## src/rtl/mcop_ctrl.sv

```systemverilog
// Sequencer for the shared multi-cycle MUL/MULH/DIV/REM unit: start pulse, pipeline stall,
// one-cycle writeback strobe, flush abort and the divide-by-zero shortcut.
module mcop_ctrl #(
    parameter int LAT_MUL = 4,
    parameter int LAT_DIV = 33,
    parameter int CW      = 6
) (
    input  logic       clk,
    input  logic       reset_n,
    input  logic       req_valid,
    input  logic [1:0] req_op,
    input  logic [4:0] req_rd,
    input  logic       div_zero,
    input  logic       flush,
    output logic       unit_start,
    output logic [1:0] unit_op,
    output logic       unit_abort,
    output logic       dz_sel,
    output logic       stall,
    output logic       wb_valid,
    output logic [4:0] wb_rd,
    output logic       busy,
    output logic [1:0] dbg_state
);
    // Handshake: an op is taken when req_valid is high, flush is low and the block is IDLE;
    // the requester sees that acceptance as stall in the same cycle and keeps EX frozen.
    typedef enum logic [1:0] {S_IDLE = 2'd0, S_RUN = 2'd1, S_DONE = 2'd2} state_t;

    localparam logic [CW-1:0] LOAD_MUL = CW'(LAT_MUL - 1);
    localparam logic [CW-1:0] LOAD_DIV = CW'(LAT_DIV - 1);

    state_t        state_q, state_d;
    logic [CW-1:0] cnt_q, cnt_d;
    logic [1:0]    op_q, op_d;
    logic [4:0]    rd_q, rd_d;
    logic          dz_q, dz_d;
    logic          accept;
    logic          dz_in;

    assign accept = (state_q == S_IDLE) && req_valid && !flush;
    assign dz_in  = div_zero & req_op[1];

    always_ff @(posedge clk) begin
        if (!reset_n) begin
            state_q <= S_IDLE;
            cnt_q   <= '0;
            op_q    <= '0;
            rd_q    <= '0;
            dz_q    <= 1'b0;
        end else begin
            state_q <= state_d;
            cnt_q   <= cnt_d;
            op_q    <= op_d;
            rd_q    <= rd_d;
            dz_q    <= dz_d;
        end
    end

    always_comb begin
        state_d = state_q;
        cnt_d   = cnt_q;
        op_d    = op_q;
        rd_d    = rd_q;
        dz_d    = dz_q;
        case (state_q)
            S_IDLE: begin
                if (accept) begin
                    op_d = req_op;
                    rd_d = req_rd;
                    dz_d = dz_in;
                    // A zero divisor needs no unit cycles: the result is architectural.
                    if (dz_in) begin
                        state_d = S_DONE;
                    end else begin
                        cnt_d   = req_op[1] ? LOAD_DIV : LOAD_MUL;
                        state_d = S_RUN;
                    end
                end
            end
            S_RUN: begin
                if (flush) begin
                    state_d = S_IDLE;
                end else if (cnt_q == '0) begin
                    state_d = S_DONE;
                end else begin
                    cnt_d = cnt_q - CW'(1);
                end
            end
            S_DONE:  state_d = S_IDLE;
            default: state_d = S_IDLE;
        endcase
    end

    // Every output, combinational ones included, is held at 0 while reset_n is low.
    always_comb begin
        unit_start = 1'b0;
        unit_op    = '0;
        unit_abort = 1'b0;
        dz_sel     = 1'b0;
        stall      = 1'b0;
        wb_valid   = 1'b0;
        wb_rd      = '0;
        busy       = 1'b0;
        dbg_state  = '0;
        if (reset_n) begin
            dbg_state = state_q;
            case (state_q)
                S_IDLE: begin
                    stall      = accept;
                    unit_start = accept && !dz_in;
                    unit_op    = (accept && !dz_in) ? req_op : 2'b00;
                end
                S_RUN: begin
                    stall      = 1'b1;
                    busy       = 1'b1;
                    unit_abort = flush;
                end
                S_DONE: begin
                    busy     = 1'b1;
                    wb_valid = !flush;
                    wb_rd    = rd_q;
                    dz_sel   = dz_q;
                end
                default: ;
            endcase
        end
    end
endmodule

```

## config.mk

```make
export PLATFORM = sky130hd
export DESIGN_NAME = mcop_ctrl
export DESIGN_NICKNAME = d
export VERILOG_FILES = /design/src/rtl/mcop_ctrl.sv
export SDC_FILE = /design/constraint.sdc
export NUM_CORES = 1
export LEC_CHECK = 0
export BUFFER_PORTS_ARGS = -buffer_cell sky130_fd_sc_hd__buf_2
export CAP_MARGIN = 0
export CORE_MARGIN = 4
export CORE_UTILIZATION = 45
export CTS_BUF_LIST = sky130_fd_sc_hd__clkbuf_8 sky130_fd_sc_hd__clkbuf_16
export CTS_CLUSTER_SIZE = 8
export DETAILED_ROUTE_END_ITERATION = 6
export PLACE_DENSITY = 0.79
export RECOVER_POWER = 25
export SETUP_SLACK_MARGIN = 0.02
export SYNTH_ARGS = -nofsm -noshare
export SYNTH_HDL_FRONTEND = slang
export SYNTH_SLANG_ARGS = --single-unit
```

## constraint.sdc

```tcl
create_clock -name clk -period 1.8 [get_ports clk]
set_clock_uncertainty 0.1 [all_clocks]
set_input_delay 0 -clock clk [delete_from_list [all_inputs] [get_ports clk]]
set_output_delay 0 -clock clk [all_outputs]
set_load 0.02 [all_outputs]
```

==> results.json <==
{
  "status": "finished, final reports clean",
  "gr-total-overflow": 0,
  "rsz0062_at_grt": "yes",
  "grtUsageTotal_pct": 20.20,
  "synth_warnings": 0,
  "ios": 27,
  "clkLatencyLatePin_ns": 0.24,
  "layout-area-overhead-vs-synth_pct": 36.48,
  "wl_met1_um": 1019,
  "vias": 980,
  "synth_largest_area_cell": "dfxtp_1",
  "h-tree-depth": 1,
  "netlist_area_um2": 888.4,
  "clk_pin_slew_worst_paths_ns": 0.06,
  "die_w_um": 52.43,
  "cts_buffer_depth": 2,
  "cts_root_buf": "clkbuf_8",
  "cp-start-kind": "flip-flop",
  "grt_pass1_vias": 960,
  "criticalPathCategory": "flip-flop to flip-flop",
  "routedWlPerCell_um": 14.15,
  "yosysMostFrequentCell": "nand2_1",
  "placed_area_um2": 1056,
  "finalSetupViolCount": 0,
  "cts_tree": "done",
  "grt_max_degree": 24,
  "hold_path.class": "input pin to flip-flop",
  "numClockSinks": 14,
  "grt_pass1_wl_um": 4153,
  "hold_viol": 0,
  "synth_top_area_share_pct": 31.55,
  "p_leak_nw": 0.5866,
  "die_h_um": 52.43,
  "antenna_found_initial": 0,
  "antenna_left": 0,
  "critPathArrivalTime_ns": 1.81,
  "power_density_nw_per_um2": 1145,
  "cts-buffers-inserted": 3,
  "synth_edf_count": 0,
  "wl_met3_um": 119,
  "vias_per_cell": 5.568,
  "ys_async_sr_fraction_pct": 0,
  "fin_nets": 170,
  "drc": 0,
  "ir_drop_v": 0.0005713,
  "synth_cells": 117,
  "core_um2": 1802,
  "worstPathRequired_ns": 1.87,
  "finalCriticalPeriod_ns": 1.734,
  "start_util_pct": 49.31,
  "drive_gt1_share_pct": 27.81,
  "crit_path_end_kind": "flip-flop",
  "tightest_slew_ns": 0.3560,
  "post-dp-hpwl_um": 1702,
  "dp_cells": 166,
  "dr.max_layer_used": "met4",
  "synth_common_cells": "nand2_1, dfxtp_1, and3_1, nor2_1, a21oi_1",
  "synth_nets": 134,
  "fmaxAchievable_mhz": 576.5,
  "total_power_w": 0.001388,
  "dr.pass1.iters": 4,
  "diodes": 0,
  "wl_um": 2490,
  "fin_util_pct": 67.29,
  "setup_tns_ns": 0,
  "timing.final.crit_share_pct": 96.36,
  "final_cells": 176,
  "portBuffers": 26,
  "syn_avg_cell_area_um2": 7.593,
  "drv_cap": 0,
  "rows": 15,
  "maxSlewHeadroom_pct": 76.27,
  "die-area_um2": 2749,
  "fin_area_um2": 1212,
  "nFillCells": 168,
  "synth_cell_types": 37,
  "synthFlopType": "dfxtp_1",
  "wl_met2_um": 1317,
  "worst-path-max-fanout": 6,
  "ys_ff_latch": 14,
  "drt_iter0_drc": 28,
  "gp_congestion": 0.8145,
  "slew_viol_final": 0,
  "synthTopCellsByArea": "dfxtp_1, nand2_1, and3_1, ha_1, a21oi_1",
  "seq_area_frac_synth_pct": 31.55,
  "rrSetupSlack_ns": 0.07
}
state kept, by name, indices dropped and copies added, names as in the netlist:
signal	flops
cnt_q	6
rd_q	5
state_q	2
dz_q	1
cell families (layout without fill, tap and decap cells):
kind of cell | Yosys count | count (layout) | share of synthesized area, %
DFF | 14 | 14 | 31.55
muxes | 2 | 2 | 2.254
and+or+nand+nor | 56 | 56 | 32.11
buffers and inverters | 14 | 48 | 6.056
adders and majority gates | 5 | 5 | 7.042
AOI/OAI and AO/OA | 26 | 26 | 20.99
layout by cell type, fill, tap and decap left out, types with 3 or more instances in the layout:
cell / synthesis / routed
nand3_1: 4 / 3
ha_1: 5 / 4
nand2_1: 17 / 17
dfxtp_1: 14 / 13
a21oi_1: 8 / 8
dlygate4sd3_1: 0 / 7
inv_1: 7 / 5
buf_2: 1 / 23
buf_4: 0 / 4
nand3b_1: 3 / 3
nor2_1: 10 / 9
clkbuf_8: 0 / 3
and3_1: 10 / 9
critical path, stage by stage (launching register included):
cell,delay [ns]
dfxtp_1,0.34
inv_1,0.09
ha_1,0.23
and4_2,0.22
or4_1,0.50
a31oi_1,0.17
final timing paths:
| path | to | start | cells after the start |
|---|---|---|---|
| hold reg to reg | rd_q[0] | rd_q[0] | 2 |
| hold / removal | rd_q[1] | req_valid | 4 |
| setup reg to reg | cnt_q[2] | cnt_q[0] | 5 |
| setup / recovery | cnt_q[2] | cnt_q[0] | 5 |
routing by layer:
metal	up-vias	global-route usage [%]
li1	490	-
met1	456	22.89
met2	29	36.78
met3	5	3.989
met4	0	7.234
met5	-	0
metrics by stage:
stage / hold WS, ns / setup slack [ns]
final: 0.06379 / 0.06553
after global placement: 0.1409 / 0.1282
after floorplan: 0.03596 / 0.05047
after detailed placement: 0.1489 / 0.07664
after CTS: 0.06791 / 0.02384
after global routing: 0.1004 / 0.005330
final cells by class:
type	count	area (um^2)	share of cell area, %
Timing Repair Buffer	37	234.0	19.30
Multi-Input combinational cell	89	594.3	49.02
Inverter	8	30.03	2.477
Sequential cell	14	281.5	23.22
Tap cell	25	31.28	2.580
Clock buffer	3	41.29	3.406
power by group:
group / internal [W] / switching, W
Clock: 0.000148 / 0.000107
Sequential: 0.000367 / 0.0000481
Combinational: 0.000303 / 0.000416
Total: 0.000818 / 0.000570
timing repair:
action / CTS / global route
setup endpoints to repair: 4 / 7
buffers inserted: 0 / 0
hold buffers: 7 / 0
hold endpoints to repair: 6 / 0
gates cloned: 0 / 0
resized for setup: 5 / 9
No activity file was read; power rests on OpenSTA's default activity.
